--- config.mk ---
export PLATFORM = sky130hd
export DESIGN_NAME = instr_fetch
export DESIGN_NICKNAME = d
export VERILOG_FILES = /design/src/rtl/fetch_pkg.sv /design/src/rtl/fetch_pc.sv /design/src/rtl/instr_fetch.sv
export SDC_FILE = /design/constraint.sdc
export NUM_CORES = 1
export LEC_CHECK = 0
export ABC_AREA = 1
export BUFFER_PORTS_ARGS = -buffer_cell sky130_fd_sc_hd__buf_2
export CAP_MARGIN = 20
export CORE_MARGIN = 8
export CORE_UTILIZATION = 55
export DETAILED_ROUTE_END_ITERATION = 16
export PLACE_DENSITY_LB_ADDON = 0.25
export SYNTH_ARGS = -nofsm -noshare
export SYNTH_HDL_FRONTEND = slang
export SYNTH_HIERARCHICAL = 1
export SYNTH_SLANG_ARGS = --single-unit
--- constraint.sdc ---
create_clock -name clk -period 4.2 [get_ports clk]
set_input_delay 0.42 -clock clk [delete_from_list [all_inputs] [get_ports clk]]
set_output_delay 0.42 -clock clk [all_outputs]
set_load 0.1 [all_outputs]
--- src/rtl/fetch_pkg.sv ---
// Shared definitions for the instruction fetch stage: FSM state encoding,
// the NOP word and the PC step, plus a word-alignment helper.
package fetch_pkg;

    localparam logic [1:0] ST_FETCH = 2'd0;
    localparam logic [1:0] ST_WAIT  = 2'd1;
    localparam logic [1:0] ST_HOLD  = 2'd2;
    localparam logic [1:0] ST_DRAIN = 2'd3;

    localparam logic [31:0] NOP_INSTR = 32'h0000_0000;
    localparam logic [31:0] PC_STEP   = 32'd4;

    function automatic logic [31:0] word_align(input logic [31:0] addr);
        return addr & 32'hFFFF_FFFC;
    endfunction

endpackage

--- src/rtl/fetch_pc.sv ---
// Program counter register: reset load, redirect load and +4 increment.
// Priority is reset, then load, then increment; all decisions come from instr_fetch.
module fetch_pc
    import fetch_pkg::*;
#(
    parameter logic [31:0] RESET_PC = 32'h0000_0000
) (
    input  logic        clk,
    input  logic        reset,
    input  logic        load_en,
    input  logic [31:0] load_pc,
    input  logic        inc_en,
    output logic [31:0] pc
);

    // PC update; the low two bits are forced to zero on every load
    always_ff @(posedge clk) begin
        if (reset) begin
            pc <= word_align(RESET_PC);
        end else if (load_en) begin
            pc <= word_align(load_pc);
        end else if (inc_en) begin
            pc <= pc + PC_STEP;
        end else begin
            pc <= pc;
        end
    end

endmodule

--- src/rtl/instr_fetch.sv ---
// Instruction fetch stage: one outstanding word request at a time, captures the
// returned word for IF/ID, holds it across stalls and squashes fetches on redirect.
module instr_fetch
    import fetch_pkg::*;
#(
    parameter logic [31:0] RESET_PC = 32'h0000_0000
) (
    input  logic        clk,
    input  logic        reset,
    input  logic        stall,
    input  logic        redirect,
    input  logic [31:0] redirect_pc,
    output logic        imem_req,
    output logic [31:0] imem_addr,
    input  logic        imem_ack,
    input  logic [31:0] imem_rdata,
    output logic [31:0] instr,
    output logic [31:0] npc,
    output logic        valid
);

    logic [1:0]  state_r;
    logic [1:0]  next_state_s;
    logic [31:0] pc_s;
    logic        pc_load_s;
    logic        pc_inc_s;
    logic        capture_s;
    logic        release_s;
    logic [31:0] instr_r;
    logic [31:0] npc_r;
    logic        valid_r;

    fetch_pc #(
        .RESET_PC (RESET_PC)
    ) u_fetch_pc (
        .clk     (clk),
        .reset   (reset),
        .load_en (pc_load_s),
        .load_pc (redirect_pc),
        .inc_en  (pc_inc_s),
        .pc      (pc_s)
    );

    // Next-state and control decode
    always_comb begin
        next_state_s = state_r;
        pc_load_s    = 1'b0;
        pc_inc_s     = 1'b0;
        capture_s    = 1'b0;
        release_s    = 1'b0;
        case (state_r)
            ST_FETCH: begin
                if (redirect) begin
                    pc_load_s = 1'b1;
                end else begin
                    next_state_s = ST_WAIT;
                end
            end
            ST_WAIT: begin
                if (redirect) begin
                    pc_load_s    = 1'b1;
                    next_state_s = ST_DRAIN;
                end else if (imem_ack) begin
                    capture_s    = 1'b1;
                    next_state_s = ST_HOLD;
                end else begin
                    next_state_s = ST_WAIT;
                end
            end
            ST_HOLD: begin
                if (redirect) begin
                    pc_load_s    = 1'b1;
                    release_s    = 1'b1;
                    next_state_s = ST_FETCH;
                end else if (!stall) begin
                    pc_inc_s     = 1'b1;
                    release_s    = 1'b1;
                    next_state_s = ST_FETCH;
                end else begin
                    next_state_s = ST_HOLD;
                end
            end
            ST_DRAIN: begin
                // A redirect here only retargets; the squashed ack still ends the drain
                pc_load_s = redirect;
                if (imem_ack) begin
                    next_state_s = ST_FETCH;
                end else begin
                    next_state_s = ST_DRAIN;
                end
            end
            default: begin
                next_state_s = ST_FETCH;
            end
        endcase
    end

    // State register
    always_ff @(posedge clk) begin
        if (reset) begin
            state_r <= ST_FETCH;
        end else begin
            state_r <= next_state_s;
        end
    end

    // IF/ID output registers; instr returns to NOP whenever valid drops
    always_ff @(posedge clk) begin
        if (reset) begin
            valid_r <= 1'b0;
            instr_r <= NOP_INSTR;
            npc_r   <= 32'h0000_0000;
        end else if (capture_s) begin
            valid_r <= 1'b1;
            instr_r <= imem_rdata;
            npc_r   <= pc_s + PC_STEP;
        end else if (release_s) begin
            valid_r <= 1'b0;
            instr_r <= NOP_INSTR;
            npc_r   <= npc_r;
        end else begin
            valid_r <= valid_r;
            instr_r <= instr_r;
            npc_r   <= npc_r;
        end
    end

    assign imem_req  = (state_r == ST_FETCH) && !redirect;
    assign imem_addr = pc_s;
    assign instr     = instr_r;
    assign npc       = npc_r;
    assign valid     = valid_r;

endmodule
==> results of run 1 <==
per-layer routing:
layer	vias up	global-route usage (%)	wire length, µm
met5	-	0	0
met4	0	6.30	225
met3	19	5.46	1070
met2	190	36.9	7100
met1	2567	29.8	7150
li1	2974	-	-
registers in the layout, indices dropped and copies added, names as in the netlist:
signal	cells
instr	32
npc	32
state_r	2
u_fetch_pc/pc	30
valid	1
Yosys cell counts:
library cell / count
a22oi_1: 20
nand2_4: 2
nor3_1: 1
buf_2: 9
a21oi_2: 3
nor2_2: 2
a211oi_1: 1
conb_1: 1
xor2_1: 7
clkbuf_1: 16
a31oi_1: 6
nor2_4: 13
nand2_1: 220
inv_1: 80
or2_0: 1
buf_4: 6
and2_1: 5
buf_1: 2
inv_2: 4
nand3_2: 3
nor4_1: 1
xnor2_1: 7
a21oi_1: 64
nand3_1: 96
o21bai_1: 3
nand2_2: 8
nor2_1: 121
or2_1: 2
o311ai_0: 1
o21ai_0: 32
buf_6: 2
dfxtp_1: 97
ha_1: 2
cell type report:
cell class	count	area [µm²]
Inverter	84	315
Sequential cell	97	1940
Timing Repair Buffer	167	848
Tap cell	133	166
Clock buffer	10	128
Clock inverter	6	71.3
Fill cell	976	3200
Multi-Input combinational cell	623	2970
final timing paths:
path                               startpoint           endpoint  cells past startpoint
worst max-delay path               state_r[1]  u_fetch_pc/pc[11]                      7
worst min-delay path            imem_rdata[6]           instr[6]                      3
worst max register to register     state_r[1]  u_fetch_pc/pc[11]                      7
worst min register to register          valid              valid                      2
logic make-up after synthesis:
family                     count (synthesis)  share of synthesized area (%)
AOI/OAI and AO/OA                        130                           13.6
buffers and inverters                    119                           9.17
DFF                                       97                           35.9
xor gates and xnor gates                  14                           2.27
other                                      1                         0.0694
and+or+nand+nor                          475                           38.5
adders and majority gates                  2                          0.463
worst register-to-register path: stages (launching register included):
cell     delay (ns)
dfxtp_1        0.45
inv_1          0.08
nor4_1         0.23
buf_4          0.20
nand2_1        0.19
inv_1          0.63
nand3_1        0.19
a31oi_1        0.17
where the power goes:
group | switching, µW | internal [µW] | total (µW) | leakage [µW]
clock network | 346 | 282 | 629 | 0.0000939
registers | 60.7 | 959 | 1020 | 0.000791
logic | 415 | 102 | 517 | 0.00194
total | 822 | 1340 | 2160 | 0.00282
per-stage QoR:
| step | std cells | cell area (µm²) | hold WS [ns] |
|---|---|---|---|
| floorplan | 839 | 5410 | 0.545 |
| detailed placement | 1104 | 6240 | 0.450 |
| global placement | 1104 | 6240 | 0.447 |
| CTS | 1120 | 6440 | 0.274 |
| finish | 1120 | 6440 | 0.286 |
| global route | 1120 | 6440 | 0.268 |
==> flow_metrics.py, run 1 <==
metrics = {
    "floorplan": {
        "die-area_um2": 13300,
        "core_area_um2": 9640,
        "num_io_pins": 167,
        "die_y_um": 115,
        "start_util_pct": 56.1,
        "num_rows": 36,
        "die_w_um": 115,
    },
    "power": {
        "p_per_area_nw_per_um2": 336,
        "finalPower_uw": 2160,
        "max-vdd-ir-drop_mv": 0.215,
        "cellLeakagePower_uw": 0.00282,
    },
    "clock_network": {
        "numCtsBuffers": 9,
        "ctsResizeCount": 0,
        "clk_pin_slew_ns": 0.10,
        "clock_latency_ns": 0.37,
        "hold_buffers": 0,
        "cts_root_buf": "clkbuf_8",
        "cts_htree_levels": 3,
        "cts.sinks": 97,
        "clockBufferDepth": 2,
        "cts_setup_buffers": 0,
        "cts_tree": "built",
    },
    "final_layout": {
        "area_delta_synth_final_pct": 19.2,
        "insertedDiodeCount": 0,
        "mostFrequentLayoutCell": "nand2_1",
        "layout_common_cells": "nand2_1 (220), buf_2 (162), nor2_1 (121), dfxtp_1 (97), nand3_1 (96)",
        "fin_nets": 1053,
        "drive_above_1_share_pct": 22.0,
        "final_util_pct": 66.8,
    },
    "logic_synthesis": {
        "yosys.cell_types.count": 33,
        "ys.warnings.count": 6,
        "ys_seq_area_share_pct": 35.9,
        "synth_area_leaders": "dfxtp_1 (36%), nand2_1 (15%), nand3_1 (8.9%)",
        "synth_area_per_cell_um2": 6.45,
        "netlist_instances": 838,
        "synth_top_area_cell": "dfxtp_1",
        "ys_seq_elements": 97,
        "synth_top_area_share_pct": 35.9,
        "syn_area_um2": 5410,
    },
    "routing": {
        "drt-wirelength-per-cell_um": 13.9,
        "drc": 0,
        "drt_first_pass_iters": 5,
        "num_vias": 5750,
        "ant_nets": 0,
        "avgViaCountPerCell": 5.13,
        "wirelength_um": 15500,
        "drt_iter0_markers": 400,
    },
    "placed_design": {
        "pre_cts_ws_ns": 1.68,
        "gp_congestion": 0.889,
        "post-dp-hpwl_um": 11300,
        "numPortBuffers": 162,
    },
    "critical_path": {
        "crit_path_start_kind": "register",
        "critPathCaptureType": "register",
        "cpLargestDelayFamily": "buffers and inverters",
        "reg2reg_slack_ns": 1.98,
        "worstPathRequired_ns": 4.49,
        "cp_max_fo": 21,
        "cp_num_buf_inv": 3,
        "cp_common_cell": "inv_1",
        "path_class": "reg2reg",
        "crit_chain": "inv_1, nor4_1, buf_4, nand2_1, inv_1, nand3_1, a31oi_1",
        "slowest_stage": "inv_1",
        "crit_arrival_ns": 2.51,
        "cpPeakStageDelay_ns": 0.63,
    },
    "grt": {
        "grt_pass1_wl_um": 24700,
        "track_usage_pct": 22.9,
        "grt_max_degree": 57,
        "globalRouteOverflowTotal": 0,
        "antenna_found_initial": 0,
        "grt_pass1_vias": 5292,
    },
    "timing": {
        "period_minus_slack_ns": 2.22,
        "tns_ns": 0,
        "timing.fmax_mhz": 450,
        "tightestPinTransition_ns": 1.10,
        "finalCritPeriodShare_pct": 53.0,
        "maxSlewViolCount": 0,
        "rsz0062_at_grt": "false",
        "slew_headroom_pct": 26.5,
        "fin_skew_ns": 0.0110,
        "finalWorstSetupSlack_ns": 1.98,
        "setup_viol": 0,
        "hold_viol": 0,
    },
    "outcome": {
        "outcome": "finished, final reports clean",
    },
    "flow_run": {
        "max_cap_viol_count": 0,
    },
    "worst_hold_path": {
        "hold_path_class": "in2reg",
    },
}
Power figures use the tool's default switching activity.
==> inputs of run 2 (changes only) <==
CORE_UTILIZATION = 47   (was 55)
clock period = 1.8 ns   (was 4.2 ns; I/O delays follow)
==> run 2 against run 1 <==
Compared with the run above:
- global-route usage fell by 1.2 points
- wire length rose by 6.8%
- power rose to 2.6 times the previous value
- combinational power rose by 140%
- clock skew fell by 0.0049 ns
- final cell count rose by 1.9%
- critical path depth fell by 2
- worst hold slack got worse by 0.21 ns
- sequential share of layout area fell by 0.67 points
- critical endpoint is now imem_req
==> flow_metrics.py, run 2 (synthesis gave the netlist of run 1 again) <==
metrics = {
    "placed_design": {
        "placed_area_um2": 6410,
        "post-dp-hpwl_um": 12300,
        "numPortBuffers": 162,
        "gp_congestion": 0.889,
    },
    "critical_path": {
        "reg2reg_depth": 10,
        "worstPathRequired_ns": 1.62,
        "critical_path_depth": 5,
        "cp_max_fo": 4,
        "cp_num_buf_inv": 3,
        "critPathCaptureType": "output pin",
        "cpLargestDelayFamily": "buffers and inverters",
        "crit_path_start_kind": "register",
        "path_class": "reg2out",
        "cpPeakStageDelay_ns": 0.42,
        "slowest_stage": "buf_2",
        "crit_arrival_ns": 1.49,
        "crit_chain": "buf_4, nor2_1, nand2_1, inv_1, buf_2",
    },
    "floorplan": {
        "die_w_um": 123,
        "die-area_um2": 15200,
        "num_io_pins": 167,
        "num_rows": 39,
        "start_util_pct": 47.7,
        "core_area_um2": 11300,
        "die_y_um": 123,
    },
    "timing": {
        "hold_viol": 0,
        "maxSlewViolCount": 0,
        "timing.fmax_mhz": 597,
        "finalCritPeriodShare_pct": 93.0,
        "slew_headroom_pct": 57.9,
        "period_minus_slack_ns": 1.67,
        "fin_skew_ns": 0.00609,
        "tightestPinTransition_ns": 0.631,
        "tns_ns": 0,
        "setup_viol": 0,
        "rsz0062_at_grt": "false",
    },
    "final_layout": {
        "layout_common_cells": "nand2_1 (220), buf_2 (162), nor2_1 (121), nand3_1 (96), inv_1 (80)",
        "fin_nets": 1064,
        "area_delta_synth_final_pct": 24.4,
        "drive_above_1_share_pct": 25.8,
        "nFillCells": 1120,
        "insertedDiodeCount": 0,
        "final_util_pct": 59.4,
        "stdcell_area_um2": 6730,
        "mostFrequentLayoutCell": "nand2_1",
    },
    "clock_network": {
        "cts.sinks": 97,
        "hold_buffers": 0,
        "cts_tree": "built",
        "clk_pin_slew_ns": 0.07,
        "numCtsBuffers": 9,
        "clockBufferDepth": 2,
        "cts_setup_buffers": 0,
        "ctsResizeCount": 0,
        "cts_htree_levels": 3,
        "cts_root_buf": "clkbuf_16",
        "clock_latency_ns": 0.35,
    },
    "grt": {
        "track_usage_pct": 21.7,
        "grt_max_degree": 48,
        "globalRouteOverflowTotal": 0,
        "grt_pass1_vias": 5422,
        "grt_pass1_wl_um": 26400,
        "antenna_found_initial": 0,
    },
    "routing": {
        "wirelength_um": 16600,
        "drc": 0,
        "drt_first_pass_iters": 5,
        "drt-wirelength-per-cell_um": 14.6,
        "ant_nets": 0,
        "drt_iter0_markers": 378,
        "avgViaCountPerCell": 5.08,
        "num_vias": 5795,
    },
    "power": {
        "cellLeakagePower_uw": 0.00295,
        "max-vdd-ir-drop_mv": 0.946,
        "p_per_area_nw_per_um2": 825,
    },
    "outcome": {
        "outcome": "finished, final reports clean",
    },
    "worst_hold_path": {
        "hold_path_class": "in2reg",
        "min_path_cells": 3,
    },
    "flow_run": {
        "max_cap_viol_count": 0,
    },
}
## run 2: cell types whose count changed in the layout (fill, tap and decap cells not counted), moves of 8 or more
cell | before | now
dfxtp_1 | 97 | 69
clkbuf_16 | 0 | 10
clkbuf_8 | 9 | 1
dfxtp_2 | 0 | 26
buf_4 | 5 | 14
## run 2: cell type report
class	count	area, µm²	share of cell area (%)
clock inverters	4	33.8	0.502
inverters	84	315	4.69
repair buffers	178	956	14.2
well taps	143	179	2.66
clock buffers	12	268	3.98
flip-flops and latches	97	1980	29.5
multi-input cells	623	2990	44.5
## run 2: worst paths after layout
path              slack [ns]       end             start
setup / recovery        0.13  imem_req        state_r[1]
hold / removal          0.07  instr[6]     imem_rdata[6]
setup reg to reg        0.16   npc[22]  u_fetch_pc/pc[2]
hold reg to reg         0.47     valid             valid
## run 2: tightest hold or removal path: cells and delay by family
family | cells | cell delay [ns]
AO/OA/AOI/OAI | 1 | 0.05
AND/OR/NAND/NOR | 1 | 0.05
buffers and inverters | 1 | 0.09
## run 2: per-stage QoR
step	setup slack [ns]	power, µW	instances	hold slack [ns]
final	0.126	5550	1141	0.0716
after global routing	0.000174	5770	1141	0.0649
after CTS	0.0179	5590	1141	0.0593
after detailed placement	0.0430	3670	1125	0.439
after global placement	0.0792	3660	1125	0.432
after floorplan	0.0291	3380	839	0.327
## run 2: routing by layer
metal | track usage (%) | vias up | share of wire [%]
met2 | 36.7 | 182 | 47
met3 | 6.39 | 19 | 8.3
li1 | - | 2993 | -
met5 | 0 | - | 0
met1 | 26.0 | 2601 | 44
met4 | 6.47 | 0 | 1.5
## run 2: report_power, final
group	total (µW)	switching [µW]	internal [µW]
registers	2390	141	2250
logic	1240	983	254
clock network	1930	855	1070
total	5550	1980	3570
==> inputs of run 3 (changes only) <==
CORE_ASPECT_RATIO = 2   (was not set)
==> run 3 against run 2 <==
Compared with the run above:
- worst setup slack better by 0.029 ns
- final cell count is 0.18% lower
- via count is 1.1% higher
- critical endpoint is now npc[30]
- cell area is 0.11% higher
- wire length is 2.3% higher
- critical path depth is 5 higher
- flip-flop and latch count stayed put
- die area is 1.4% higher
==> flow_metrics.py, run 3 (synthesis gave the netlist of run 1 again) <==
metrics = {
    "routing": {
        "avgViaCountPerCell": 5.15,
        "ant_nets": 0,
        "wirelength_um": 17000,
        "drt-wirelength-per-cell_um": 14.9,
        "num_vias": 5861,
        "drc": 0,
        "drt_iter0_markers": 281,
        "drt_first_pass_iters": 5,
    },
    "timing": {
        "timing.hold.ws_ns": 0.0826,
        "rsz0062_at_grt": "false",
        "hold_viol": 0,
        "timing.fmax_mhz": 608,
        "period_minus_slack_ns": 1.65,
        "setup_viol": 0,
        "maxSlewViolCount": 0,
        "tightestPinTransition_ns": 0.615,
        "tns_ns": 0,
        "finalCritPeriodShare_pct": 91.4,
        "fin_skew_ns": 0.00825,
        "slew_headroom_pct": 58.9,
    },
    "worst_hold_path": {
        "hold_path_class": "in2reg",
    },
    "power": {
        "cellLeakagePower_uw": 0.00294,
        "p_sw_share_pct": 35.8,
        "p_per_area_nw_per_um2": 817,
        "pwr-share-seq_pct": 43.3,
        "power_switching_uw": 1970,
        "combPwrFrac_pct": 22.6,
        "max-vdd-ir-drop_mv": 0.519,
        "p_int_uw": 3530,
        "pwr-share-clk_pct": 34.2,
    },
    "clock_network": {
        "cts.sinks": 97,
        "cts_root_buf": "clkbuf_16",
        "numCtsBuffers": 9,
        "hold_buffers": 0,
        "cts_tree": "built",
        "clockBufferDepth": 2,
        "cts_htree_levels": 3,
        "clock_latency_ns": 0.34,
        "clk_pin_slew_ns": 0.07,
        "cts_setup_buffers": 0,
    },
    "critical_path": {
        "critPathCaptureType": "register",
        "slowest_stage": "dfxtp_4",
        "cp_max_fo": 9,
        "crit_chain": "ha_1, nand2_1, nor2_4, nand2_1, nor2_1, nand2_1, nand2_1, nand3_1, nand2_1, inv_1",
        "worstPathRequired_ns": 2.05,
        "crit_arrival_ns": 1.89,
        "cpPeakStageDelay_ns": 0.41,
        "path_class": "reg2reg",
        "cp_common_cell": "nand2_1",
        "crit_path_start_kind": "register",
    },
    "placed_design": {
        "post-dp-hpwl_um": 12700,
        "numPortBuffers": 162,
        "gp_congestion": 0.887,
    },
    "grt": {
        "track_usage_pct": 21.5,
        "grt_pass1_vias": 5658,
        "antenna_found_initial": 0,
        "grt_max_degree": 54,
        "globalRouteOverflowTotal": 0,
        "grt_pass1_wl_um": 27000,
    },
    "final_layout": {
        "mostFrequentLayoutCell": "nand2_1",
        "nFillCells": 1155,
        "insertedDiodeCount": 0,
        "seq_area_um2": 1980,
        "area_delta_synth_final_pct": 24.6,
        "fin_nets": 1063,
        "layout_common_cells": "nand2_1 (220), buf_2 (162), nor2_1 (120), nand3_1 (96), inv_1 (80)",
        "multi_input_area_um2": 2990,
        "drive_above_1_share_pct": 25.8,
    },
    "floorplan": {
        "die-area_um2": 15400,
        "start_util_pct": 47.9,
        "core_area_um2": 11300,
        "die_w_um": 91.8,
        "num_io_pins": 167,
        "die_y_um": 168,
        "num_rows": 55,
    },
    "outcome": {
        "outcome": "finished, final reports clean",
    },
    "flow_run": {
        "max_cap_viol_count": 0,
    },
}
## run 3: worst paths after layout
| check | start | to | slack (ns) | cells after the start |
|---|---|---|---|---|
| min | imem_rdata[4] | instr[4] | 0.08 | 3 |
| max | u_fetch_pc/pc[2] | npc[30] | 0.15 | 10 |
| max reg2reg | u_fetch_pc/pc[2] | npc[30] | 0.15 | 10 |
| min reg2reg | valid | valid | 0.46 | 2 |
## run 3: per-layer routing
layer  track usage (%)  routed length (µm)
met1              21.3                6480
met2              41.7                9180
met3              4.39                 953
met4              8.12                 376
met5                 0                   0
## run 3: power by group through the flow
stage               Clock (µW)  Combinational (µW)  Sequential, µW
floorplan                    0                 349            3030
finish                    1880                1240            2380
global route              2000                1310            2390
global placement             0                1230            2420
CTS                       1940                1240            2370
detailed placement           0                1240            2420
## run 3: timing repair
action,CTS,global route
setup endpoints to repair,0,25
endpoints found under the hold margin,0,0
resized for setup,0,3
## run 3: layout make-up
cell class / instances / share of cell area, %
clock buffers: 12 / 3.81
inverters: 84 / 4.68
well taps: 142 / 2.64
repair buffers: 177 / 14.5
multi-input cells: 623 / 44.5
flip-flops and latches: 97 / 29.4
clock inverters: 4 / 0.502
## run 3: critical path, delay by kind of cell, from the launching register on
kind / cells / cell delay (ns)
and+or+nand+nor: 8 / 0.92
DFF: 1 / 0.41
adders and majority gates: 1 / 0.20
buffers and inverters: 1 / 0.03
## run 3: stage by stage
| stage | cell area (µm²) | util, % | worst slack [ns] | std cells | total power, µW |
|---|---|---|---|---|---|
| 6_report | 6730 | 59.7 | 0.155 | 1139 | 5500 |
| 5_1_grt | 6730 | 59.7 | 0.0109 | 1139 | 5710 |
| 4_1_cts | 6720 | 59.5 | 0.0242 | 1139 | 5550 |
| 3_5_place_dp | 6430 | 56.9 | 0.0492 | 1123 | 3660 |
| 3_3_place_gp | 6430 | 56.9 | 0.0604 | 1123 | 3650 |
| 2_1_floorplan | 5460 | - | 0.0291 | 839 | 3380 |
